**config.mk**
```make
export PLATFORM = sky130hd
export DESIGN_NAME = sha256_msg_sched_flat
export DESIGN_NICKNAME = d
export VERILOG_FILES = /design/src/rtl/sha256_msg_sched_if.sv /design/src/rtl/sha256_msg_sched.sv /design/src/flat_wrapper.sv
export SDC_FILE = /design/constraint.sdc
export NUM_CORES = 1
export LEC_CHECK = 0
export ABC_AREA = 1
export CAP_MARGIN = 20
export CELL_PAD_IN_SITES_DETAIL_PLACEMENT = 0
export CELL_PAD_IN_SITES_GLOBAL_PLACEMENT = 1
export CORE_MARGIN = 4
export CORE_UTILIZATION = 38
export DETAILED_ROUTE_END_ITERATION = 7
export PLACE_DENSITY_LB_ADDON = 0.1
export SYNTH_ARGS = -nofsm -noshare
export SYNTH_HDL_FRONTEND = slang
export SYNTH_SLANG_ARGS = --single-unit
export TNS_END_PERCENT = 100
```
**constraint.sdc**
```tcl
create_clock -name clk -period 4.7 [get_ports clk]
set_input_delay 0.47 -clock clk [delete_from_list [all_inputs] [get_ports clk]]
set_output_delay 0.47 -clock clk [all_outputs]
set_load 0.01 [all_outputs]
```
**src/rtl/sha256_msg_sched_if.sv**
```systemverilog
// Block-load and schedule-word streaming signals between the padding stage,
// the message scheduler and the compression round stage.
interface sha256_msg_sched_if;
  logic         start;
  logic [511:0] block_in;
  logic         w_ready;
  logic         w_valid;
  logic [31:0]  w_out;
  logic [5:0]   t_idx;
  logic         busy;
  logic         done;

  modport master (
    output start, block_in, w_ready,
    input  w_valid, w_out, t_idx, busy, done
  );

  modport slave (
    input  start, block_in, w_ready,
    output w_valid, w_out, t_idx, busy, done
  );
endinterface

```
**src/rtl/sha256_msg_sched.sv**
```systemverilog
// SHA-256 message schedule expander: a 16-word sliding window streams
// W0..W(ROUNDS-1) one word per accepted handshake.
module sha256_msg_sched #(
  parameter int ROUNDS = 64
) (
  input  logic              clk,
  input  logic              rst,
  sha256_msg_sched_if.slave bus
);

  typedef enum logic {IDLE, RUN} state_t;

  localparam logic [5:0] LAST_T = 6'(ROUNDS - 1);

  state_t      state_q, state_d;
  logic [31:0] win_q [16];
  logic [31:0] win_d [16];
  logic [31:0] load_word [16];
  logic [5:0]  t_q, t_d;
  logic        done_q, done_d;
  logic        xfer;
  logic [31:0] new_word;

  function automatic logic [31:0] rotr(input logic [31:0] x, input int n);
    return (x >> n) | (x << (32 - n));
  endfunction

  function automatic logic [31:0] sigma0(input logic [31:0] x);
    return rotr(x, 7) ^ rotr(x, 18) ^ (x >> 3);
  endfunction

  function automatic logic [31:0] sigma1(input logic [31:0] x);
    return rotr(x, 17) ^ rotr(x, 19) ^ (x >> 10);
  endfunction

  // W0 sits in the most significant word of the padded block.
  for (genvar gi = 0; gi < 16; gi++) begin : g_load
    assign load_word[gi] = bus.block_in[511 - 32*gi -: 32];
  end

  assign xfer     = (state_q == RUN) && bus.w_ready;
  assign new_word = sigma1(win_q[14]) + win_q[9] + sigma0(win_q[1]) + win_q[0];

  always_comb begin
    state_d = state_q;
    t_d     = t_q;
    done_d  = 1'b0;
    for (int k = 0; k < 16; k++) begin
      win_d[k] = win_q[k];
    end

    case (state_q)
      IDLE: begin
        if (bus.start) begin
          for (int k = 0; k < 16; k++) begin
            win_d[k] = load_word[k];
          end
          t_d     = '0;
          state_d = RUN;
        end
      end
      RUN: begin
        if (xfer) begin
          for (int k = 0; k < 15; k++) begin
            win_d[k] = win_q[k+1];
          end
          // Words generated beyond the last emitted index are simply never shown.
          win_d[15] = new_word;
          if (t_q == LAST_T) begin
            state_d = IDLE;
            t_d     = '0;
            done_d  = 1'b1;
          end else begin
            t_d = t_q + 6'd1;
          end
        end
      end
      default: state_d = IDLE;
    endcase
  end

  always_ff @(posedge clk or negedge rst) begin
    if (!rst) begin
      state_q <= IDLE;
      t_q     <= '0;
      done_q  <= 1'b0;
      for (int k = 0; k < 16; k++) begin
        win_q[k] <= '0;
      end
    end else begin
      state_q <= state_d;
      t_q     <= t_d;
      done_q  <= done_d;
      for (int k = 0; k < 16; k++) begin
        win_q[k] <= win_d[k];
      end
    end
  end

  // All outputs come straight from registers, so w_ready/start never reach w_valid.
  assign bus.w_valid = (state_q == RUN);
  assign bus.busy    = (state_q == RUN);
  assign bus.done    = done_q;
  assign bus.w_out   = win_q[0];
  assign bus.t_idx   = t_q;

endmodule

```
**src/flat_wrapper.sv**
```systemverilog
// flat-port wrapper written by rule: the top's interface ports become plain ports
module sha256_msg_sched_flat 
#(
  parameter int ROUNDS = 64
)
  (clk, rst, bus_start, bus_block_in, bus_w_ready, bus_w_valid, bus_w_out, bus_t_idx, bus_busy, bus_done);
  sha256_msg_sched_if bus_i ();
  input  logic clk;
  input  logic rst;
  input wire logic [$bits(bus_i.start)-1:0] bus_start;
  input wire logic [$bits(bus_i.block_in)-1:0] bus_block_in;
  input wire logic [$bits(bus_i.w_ready)-1:0] bus_w_ready;
  output wire logic [$bits(bus_i.w_valid)-1:0] bus_w_valid;
  output wire logic [$bits(bus_i.w_out)-1:0] bus_w_out;
  output wire logic [$bits(bus_i.t_idx)-1:0] bus_t_idx;
  output wire logic [$bits(bus_i.busy)-1:0] bus_busy;
  output wire logic [$bits(bus_i.done)-1:0] bus_done;
  assign bus_i.start = bus_start;
  assign bus_i.block_in = bus_block_in;
  assign bus_i.w_ready = bus_w_ready;
  assign bus_w_valid = bus_i.w_valid;
  assign bus_w_out = bus_i.w_out;
  assign bus_t_idx = bus_i.t_idx;
  assign bus_busy = bus_i.busy;
  assign bus_done = bus_i.done;
  sha256_msg_sched #(.ROUNDS(ROUNDS)) u_core (.clk(clk), .rst(rst), .bus(bus_i));
endmodule
```
* Word level (Yosys, flattened, before mapping)
Index checks and enable logic that the tools add are counted.
Word-level totals: register bits 520, bits of input ports 516, output and inout bits 41, logic and storage cells 51
Operators by class: add/sub/neg operators 4, equality and inequality tests 3, mux-type cells 14, bitwise logic cells 9, reduce and logical (&&, ||, !) cells 2
Operators with widths (number):
- two-way mux 512 bit | 2
- one-hot mux 512 bit (2 select lines) | 1
- adder 32 bit | 3
- XOR 32 bit | 2
- OR 13 x 32 -> 32 bit | 1
- OR 14 x 32 -> 32 bit | 1
- OR 15 x 32 -> 32 bit | 1
- OR 25 x 32 -> 32 bit | 1
- XOR 32 x 22 -> 32 bit | 1
- XOR 32 x 29 -> 32 bit | 1
- two-way mux 6 bit | 3
- one-hot mux 6 bit (2 select lines) | 1
- adder 6 x 1 -> 6 bit, second input constant | 1
- == test 6 bit, second input constant | 1
- two-way mux 1 bit | 6
- inequality test 2 bit, second input constant | 2
- one-hot mux 1 bit (2 select lines) | 1
- AND reduction 2 bit | 1
- logical AND 1 bit | 1
- inverter 1 bit | 1

* Depth between registers and ports, before layout
Gate-level depths: netlist (run 1).
word-level depth 8, gate-level depth with buffers 22, mapped depth without buffers 21

* Least setup slack after synthesis (run 1)
Ideal clock, no wire load.
path kind reg2reg, start point register u_core.win_q[452] (netlist name), end point register u_core.win_q[17] (netlist name), library setup time 123 ps, arrival 3324 ps, path slack 1253 ps, cell stages (with the launch flop) 18, clock period less this slack 3447 ps, cell sequence dfrtp_1 > clkbuf_1 > xnor2_1 > xor2_1 > inv_1 > fa_1 > fa_1 > ha_1 > fa_1 > nand3_1 > nand3_1 > nand2_1 > nand2_1 > nand2_1 > nand2_1 > xor2_1 > o21ai_0 > nand2_1
Between the ends: cells in the longest elaborated chain, start to end 5
RTL lines:
- from (decl) | RTL line sha256_msg_sched.sv:16 | logic [31:0] win_q [16];
- from (signal, indexed assignment) | RTL line sha256_msg_sched.sv:95 | win_q[k] <= win_d[k];
- XOR 32 x 29 -> 32 bit | RTL line sha256_msg_sched.sv:29 | return rotr(x, 7) ^ rotr(x, 18) ^ (x >> 3);
- adder 32 bit (2 in a row) | RTL line sha256_msg_sched.sv:42 | assign new_word = sigma1(win_q[14]) + win_q[9] + sigma0(win_q[1]) + win_q[0];
- two-way mux 512 bit | RTL line sha256_msg_sched.sv:63 | if (xfer) begin
- one-hot mux 512 bit (2 select lines) | RTL line sha256_msg_sched.sv:52 | case (state_q)
Every way passes these cells. The select of a mux whose other input is x is not followed. A chain may end at the register's enable or synchronous reset.

* Final worst setup path (run 1)
start point register u_core.win_q[462] (netlist name), end point register u_core.win_q[15] (netlist name)
Between the ends: cells in the longest elaborated chain, start to end 7
RTL lines:
- OR 25 x 32 -> 32 bit | RTL line sha256_msg_sched.sv:25 | return (x >> n) | (x << (32 - n));
- XOR 32 bit | RTL line sha256_msg_sched.sv:29
- XOR 32 x 29 -> 32 bit * | RTL line sha256_msg_sched.sv:29
- adder 32 bit * (2 in a row) | RTL line sha256_msg_sched.sv:42
- two-way mux 512 bit * | RTL line sha256_msg_sched.sv:63
- one-hot mux 512 bit (2 select lines) * | RTL line sha256_msg_sched.sv:52
Every way passes the cells marked *; elsewhere a longest branch is shown, timed or not. The select of a mux whose other input is x is not followed.

==> run summary, run 1 <==
* 0.0802 mm2 — area of the die
* 0 — setup fix buffers added after clock tree synthesis
* 0 — Syn. warnings
* u_core.win_q[462]$_DFFE_PN0P_ — Reg2Reg Launch Point
* yes — CTS tree
* 7534 — number of fillers in the final layout
* 27.4% — area added between synthesis and finish
* sky130_fd_sc_hd__nand2_1 — most frequent standard cell in the layout excluding fill and tap cells
* 30.9 mW — PnR Total Power
* 640 ps — source-to-sink clock delay at the later pin of the worst-skew pair
* 0 — Fin. Hold Viols
* 0.0288 mm2 — Mapped Area
* reg2reg — worst setup path class
* 5137 — number of non-filler instances in the completed layout
* 3.15% — share of layout cells above drive strength 1
* 60 — clock buffer count from CTS
* 0.0747 mm2 — Core Footprint
* 169 mm — wire length of the first global-routing pass
* 730 ps — Reg2Reg Setup Slack
* 1030 ps — transition time at the pin with the least slew margin
* 87.1 mm — DP HPWL
* 0.0130 mm2 — total area of sequential cells
* 842 mW/mm2 — power density over the cells
* 3 — buffer levels on the longest clock path
* 5260 ps — Crit path required time
* 252 MHz — FMAX
* sky130_fd_sc_hd__dfrtp_1 — critical path's slowest cell
* 4718 — layout net count
* 38.5% — starting density of the core
* 84.5% — post-route fraction of the period consumed by the critical path
* 0 — Max Slew Vio Count
* 29 — post-synthesis cell type count
* 5 — largest fanout of any net on the critical path
* u_core.win_q[15]$_DFFE_PN0P_ — Crit Reg-Reg Endpoint
* 4530 ps — data arrival time of the critical path
* 205 — maximum number of pins on one net before global-route repair
* 0 — leftover overflow at the end of global routing
* sky130_fd_sc_hd__clkbuf_16 — Root Driver
* 0 — number of routed nets with antenna violations
* 0 — DRC violation count after routing
* 556 — buffers added on ports
* false — setup repair after global routing missed its margin
* 26.7 ps — setup skew after layout
* 5014 — # placed instances
* xnor2_1, xor2_1, inv_1, fa_1, inv_1, fa_1, inv_1, ha_1, nand2_1, nor2_1, and2_1, nand2_1, nand2_1, xor2_1, o21ai_0, nand2_1 — CP Cell Sequence
* 25956 — number of vias after detailed routing
* 31.1% — worst relative slew slack
* 60 ps — CTS clk-pin slew, worst paths
* in2async — worst hold path type
* 4377 — Post-Syn Nets
* 0.000629 V — Worst IR Drop VDD
* 3970 ps — clock period minus worst slack
* 24 — antenna violations before repair
* 45.2% — sequential-to-total area share from yosys stat
* completed — run status
* 2128 — DRT iter0 DRCs
* 0.905 — placer congestion estimate
* 16 — R2R cell count
* 7.64 um2 — Syn Area/Cell
* 28.0% — global-route usage over all layers
* 25499 — number of global-route vias before repair
* flip-flop — Worst setup SP type
* sky130_fd_sc_hd__nand2_1 — most prevalent standard cell on the critical path
* 22.5 um — routed len/inst
* 557 — top-level port count
* 520 — synthesis-stage register bit count
* 283 um — Die X
* 5 — detailed-router iteration count before antenna repair
* 283 um — Chip Height
* 5.05 — vias per cell
* flip-flop — sort of element at the end of the critical path
* 0 — Finish-stage setup viols
* 2 — H-tree depth
* 116 mm — total length of routed wires
* 3 — buffers and inverters on the worst path
* 3767 — Post-Synthesis Cells
* adder cells — critical path's top delay family
* 16.7 nW — standby leakage power
* 0 — maxcap violations
* 0 ps — post-route setup TNS
* 100 — cell row count
* 630 ps — critical path's largest stage delay
* sky130_fd_sc_hd__nand2_1 (1271), sky130_fd_sc_hd__nor2_1 (570), sky130_fd_sc_hd__clkdlybuf4s50_1 (555) — most frequent cells in the layout
* 520 — Clock Sinks
* 0.0133 mm2 — combined area of the multi-input logic cells
-- timing repair --
item,in CTS,in global routing
hold endpoints to repair,49,0
hold buffers,1,0
endpoints found under the setup margin,0,0
resized for setup,0,0
-- Yosys cell counts --
| master | count | area, um2 |
|---|---|---|
| sky130_fd_sc_hd__nor2_1 | 570 | 2140 |
| sky130_fd_sc_hd__inv_1 | 274 | 1030 |
| sky130_fd_sc_hd__o22ai_1 | 3 | 18.8 |
| sky130_fd_sc_hd__a21oi_4 | 1 | 16.3 |
| sky130_fd_sc_hd__inv_2 | 3 | 11.3 |
| sky130_fd_sc_hd__nor3_1 | 7 | 35.0 |
| sky130_fd_sc_hd__nand3_1 | 41 | 205 |
| sky130_fd_sc_hd__nand2_1 | 1271 | 4770 |
| sky130_fd_sc_hd__a31oi_1 | 483 | 3020 |
| sky130_fd_sc_hd__xnor2_1 | 82 | 718 |
| sky130_fd_sc_hd__ha_1 | 32 | 400 |
| sky130_fd_sc_hd__o21bai_1 | 3 | 22.5 |
| sky130_fd_sc_hd__or2_2 | 1 | 6.26 |
| sky130_fd_sc_hd__clkbuf_1 | 206 | 773 |
| sky130_fd_sc_hd__buf_1 | 12 | 45.0 |
| sky130_fd_sc_hd__xor2_1 | 51 | 447 |
| sky130_fd_sc_hd__fa_1 | 62 | 1240 |
| sky130_fd_sc_hd__buf_2 | 59 | 295 |
| sky130_fd_sc_hd__a32o_1 | 1 | 10.0 |
| sky130_fd_sc_hd__a22o_1 | 1 | 8.76 |
| sky130_fd_sc_hd__a21oi_1 | 19 | 95.1 |
| sky130_fd_sc_hd__and2_1 | 4 | 25.0 |
| sky130_fd_sc_hd__o21ai_0 | 14 | 70.1 |
| sky130_fd_sc_hd__o21ai_1 | 1 | 5.00 |
| sky130_fd_sc_hd__dfrtp_1 | 520 | 13000 |
| sky130_fd_sc_hd__buf_4 | 33 | 248 |
| sky130_fd_sc_hd__a21o_1 | 1 | 7.51 |
| sky130_fd_sc_hd__nand4_1 | 5 | 31.3 |
| sky130_fd_sc_hd__o211ai_1 | 7 | 52.6 |
-- per-layer routing --
metal	GRT usage, %	share of wire [%]	up-vias
li1	-	-	12678
met3	5.60	5.9	147
met2	46.3	48	687
met4	9.23	3.1	18
met1	37.1	43	12426
met5	0	0.097	-
-- layout make-up --
| cell class | count | area share, % |
|---|---|---|
| inverter | 277 | 2.88 |
| antenna | 15 | 0.102 |
| timing repair buffer | 589 | 16.4 |
| clock buffer | 87 | 4.73 |
| tap | 969 | 3.31 |
| sequential | 520 | 35.5 |
| clock inverter | 20 | 0.690 |
| multi-input combinational | 2660 | 36.4 |
-- kinds of logic after synthesis --
logic type	synth area share (%)
compound gates	11.6
flops	45.2
xor+xnor	4.05
simple gates	25.1
buf+inv	8.35
fa+ha+maj	5.71
-- metrics by stage --
step                cell area (um2)  util, %  worst slack (ps)  hold WS, ps
CTS                           36600     49.0               750          347
detailed placement            34600     46.3               776          429
global placement              34600     46.3               736          432
finish                        36700     49.1               730          358
global route                  36600     49.0               460          391
floorplan                     28800        -              1250          174
-- worst max-delay path by stage --
stage,start,end,cells past startpoint
6_report,u_core.win_q[462]$_DFFE_PN0P_,u_core.win_q[15]$_DFFE_PN0P_,16
5_1_grt,u_core.win_q[455]$_DFFE_PN0P_,u_core.win_q[22]$_DFFE_PN0P_,19
4_1_cts,u_core.win_q[456]$_DFFE_PN0P_,u_core.win_q[17]$_DFFE_PN0P_,16
3_5_place_dp,u_core.win_q[452]$_DFFE_PN0P_,u_core.win_q[17]$_DFFE_PN0P_,16
3_3_place_gp,u_core.win_q[462]$_DFFE_PN0P_,u_core.win_q[15]$_DFFE_PN0P_,16
2_1_floorplan,u_core.win_q[452]$_DFFE_PN0P_,u_core.win_q[17]$_DFFE_PN0P_,17
-- registers in the layout (all words and copies together), names as in the netlist --
signal and cells:
u_core.bus.busy 1, u_core.win_q 480, u_core.bus.t_idx 6, u_core.bus.done 1
u_core.bus.w_out 32
-- report_power, final --
group	internal (mW)	total (mW)	leakage, nW	switching, mW
Clock	2.82	4.81	0.977	1.98
Sequential	5.60	6.72	5.40	1.12
Combinational	6.86	19.3	10.3	12.5
Total	15.3	30.9	16.7	15.6
(Power assumes the default switching activity.)
==> inputs of run 2 (changes only) <==
- CORE_UTILIZATION: 38 -> 35
- clock period: 4.7 -> 3.3 ns (I/O delays scaled with it)
==> run 2 against run 1 <==
Against the previous run:
- the run now ends with setup timing left
- final cell count grew 7.1%
- hold slack lost 110 ps
- wire length grew 8.3%
- utilization grew 1.3 points
- design area grew 11%
- clock-buffer cell count shrank 5
- first-iteration DRC count grew 4.9%
- clock skew shrank 3.8 ps
- sequential cell count is the same
- global-route usage grew 0.16 points
- via count grew 4.8%
- register-to-register slack lost 1000 ps
- critical path type unchanged
==> run summary, run 2 (synthesis results as in run 1) <==
* finished, violations left — run status
* setup timing — violated checks
* -285 ps — setup ws final, -1020 ps
* sky130_fd_sc_hd__clkbuf_16 — Root Driver
* 158 — maximum number of pins on one net before global-route repair, -23%
* 27070 — number of global-route vias before repair, +6.2%
* 3 — hold-critical path depth
* 295 um — Die X, +4.1%
* 2232 — DRT iter0 DRCs, +4.9%
* 60 — clock buffer count from CTS, unchanged
* 35.5% — starting density of the core, -3.0 points
* 104 — cell row count, +4.0%
* 0 — leftover overflow at the end of global routing, unchanged
* 24 — antenna violations before repair, unchanged
* 0 — number of routed nets with antenna violations, unchanged
* 0 — Max Slew Vio Count, unchanged
* in2reg — worst hold path type
* 27 — Finish-stage setup viols, +27
* 0 — Fin. Hold Viols, unchanged
* 3820 ps — Crit path required time, -1440 ps
* 557 — top-level port count, unchanged
* 3580 ps — clock period minus worst slack, -385 ps
* 510 ps — critical path's largest stage delay, -120 ps
* 295 um — Chip Height, +4.1%
* 20 — R2R cell count, +4
* 6 — buffers and inverters on the worst path, +3
* 520 — Clock Sinks, unchanged
* 27204 — number of vias after detailed routing, +4.8%
* true — setup repair after global routing missed its margin
* 2 — H-tree depth, unchanged
* 22.8 um — routed len/inst, +1.1%
* 4 — largest fanout of any net on the critical path, -1
* u_core.win_q[460]$_DFFE_PN0P_ — crit path launch
* 3 — buffer levels on the longest clock path, unchanged
* 279 MHz — FMAX, +11%
* sky130_fd_sc_hd__nand2_1 — most prevalent standard cell on the critical path
* 0 — DRC violation count after routing, unchanged
* 4985 — layout net count, +5.7%
* 4.94 — vias per cell, -2.2%
* 60 ps — CTS clk-pin slew, worst paths, about the same
* 41.8% — area added between synthesis and finish
* adder cells — critical path's top delay family
* 16.0% — share of layout cells above drive strength 1, +13 points
* 0 — maxcap violations, unchanged
* flip-flop — Worst setup SP type
* u_core.win_q[16]$_DFFE_PN0P_ — Crit Reg-Reg Endpoint
* 785 ps — transition time at the pin with the least slew margin, -248 ps
* 4100 ps — data arrival time of the critical path, -430 ps
* flip-flop — sort of element at the end of the critical path
* -280 ps — Reg2Reg Setup Slack, -1020 ps
* u_core.win_q[16]$_DFFE_PN0P_ — Critical Path End
* sky130_fd_sc_hd__fa_1 — critical path's slowest cell
* reg2reg — worst setup path class
* sky130_fd_sc_hd__nand2_1 (1183), sky130_fd_sc_hd__clkdlybuf4s50_1 (555), sky130_fd_sc_hd__nor2_1 (544) — most frequent cells in the layout
* u_core.win_q — largest register by flop count
* 5341 — # placed instances, +6.5%
* 47.6% — worst relative slew slack, +17 points
* 480 — flip-flop count of the largest register after layout, unchanged
* u_core.win_q[460]$_DFFE_PN0P_ — Reg2Reg Launch Point
* yes — CTS tree
* 109% — post-route fraction of the period consumed by the critical path, +24 points
* 5503 — number of non-filler instances in the completed layout, +7.1%
* 125 mm — total length of routed wires, +8.3%
* 6 — detailed-router iteration count before antenna repair, +1
* 0.0868 mm2 — area of the die, +8.3%
* 8083 — number of fillers in the final layout, +7.3%
* sky130_fd_sc_hd__nand2_1 — most frequent standard cell in the layout excluding fill and tap cells
* 181 mm — wire length of the first global-routing pass, +7.0%
* 0.0809 mm2 — Core Footprint, +8.4%
* buf_4, xnor2_2, xor2_1, inv_1, fa_1, inv_1, fa_1, inv_1, ha_4, nand2_1, nand2_1, a21oi_1, buf_4, o21bai_4, buf_4, nor2_2, nand2_1, nand3_2, nand2_2, nand2_1 — CP Cell Sequence
* 20 — CP Depth, +4
* 556 — buffers added on ports, unchanged
* 96.9 mm — DP HPWL, +11%
* 50.4% — share of the core filled with cells in the final layout, +1.3 points
* 640 ps — source-to-sink clock delay at the later pin of the worst-skew pair, about the same
* bus_block_in[285] — launch point of the worst hold path
* 28.2% — global-route usage over all layers, +0.16 points
* 0.913 — placer congestion estimate, +0.90%
* 22.9 ps — setup skew after layout, -3.78 ps
-- run 2: cell count changes in the layout (fill, tap and decap cells not counted), sizes merged --
cell      previous run  this run
clkbuf              87        82
clkinv              11        23
clkinvlp             2         1
diode               15        16
buf                 33       300
bufinv               5         8
inv                279       277
-- run 2: tightest hold or removal path: cells and delay by family --
| kind | cells | cell delay, ps |
|---|---|---|
| buf+inv | 1 | 390 |
| compound gates | 1 | 70 |
| simple gates | 1 | 60 |
-- run 2: per-layer routing --
| layer | track usage [%] | vias up | wire (um) |
|---|---|---|---|
| li1 | - | 13229 | - |
| met1 | 37.3 | 13026 | 53400 |
| met2 | 47.6 | 772 | 60600 |
| met3 | 5.30 | 161 | 7840 |
| met4 | 7.66 | 16 | 3410 |
| met5 | 0 | - | 107 |
-- run 2: worst min path at each step --
| stage | endpoint | slack [ps] |
|---|---|---|
| finish | u_core.win_q[285]$_DFFE_PN0P_ | 250 |
| global route | u_core.win_q[253]$_DFFE_PN0P_ | 230 |
| detailed placement | u_core.win_q[373]$_DFFE_PN0P_ | 420 |
| global placement | u_core.win_q[373]$_DFFE_PN0P_ | 420 |
| floorplan | u_core.bus.busy$_DFF_PN0_ | 30 |
| CTS | u_core.win_q[272]$_DFFE_PN0P_ | 220 |
-- run 2: layout make-up --
cell class                 instances  area, um2  share of cell area (%)
timing repair buffer             856       8240                    20.2
clock inverter                    32        414                    1.02
tap                             1060       1330                    3.25
inverter                         277       1060                    2.59
clock buffer                      82       1730                    4.23
multi-input combinational       2660      15000                    36.6
sequential                       520      13000                    32.0
antenna                           16       40.0                  0.0981
-- run 2: per-stage QoR --
step / hold WS [ps] / setup WS (ps) / cell area [um2] / setup TNS [ps]
finish: 251 / -285 / 40800 / -5230
CTS: 216 / -257 / 40100 / -4660
detailed placement: 417 / -716 / 36600 / -12700
floorplan: 34.4 / 6.63 / 28800 / 0
global placement: 419 / -739 / 36600 / -12830
global route: 234 / -408 / 40800 / -9350
-- run 2: repair_timing --
item                                    4_1_cts  5_1_grt
hold buffers                                  1        0
resized for setup                           274      115
pin swaps                                    80      102
endpoints found under the setup margin       28       29
setup buffers                                13       21
endpoints found under the hold margin        64        0
Power of run 2 is left out: the tool's default activity adds up to more than one toggle a clock period on the data nets, which glitch-free logic cannot reach.
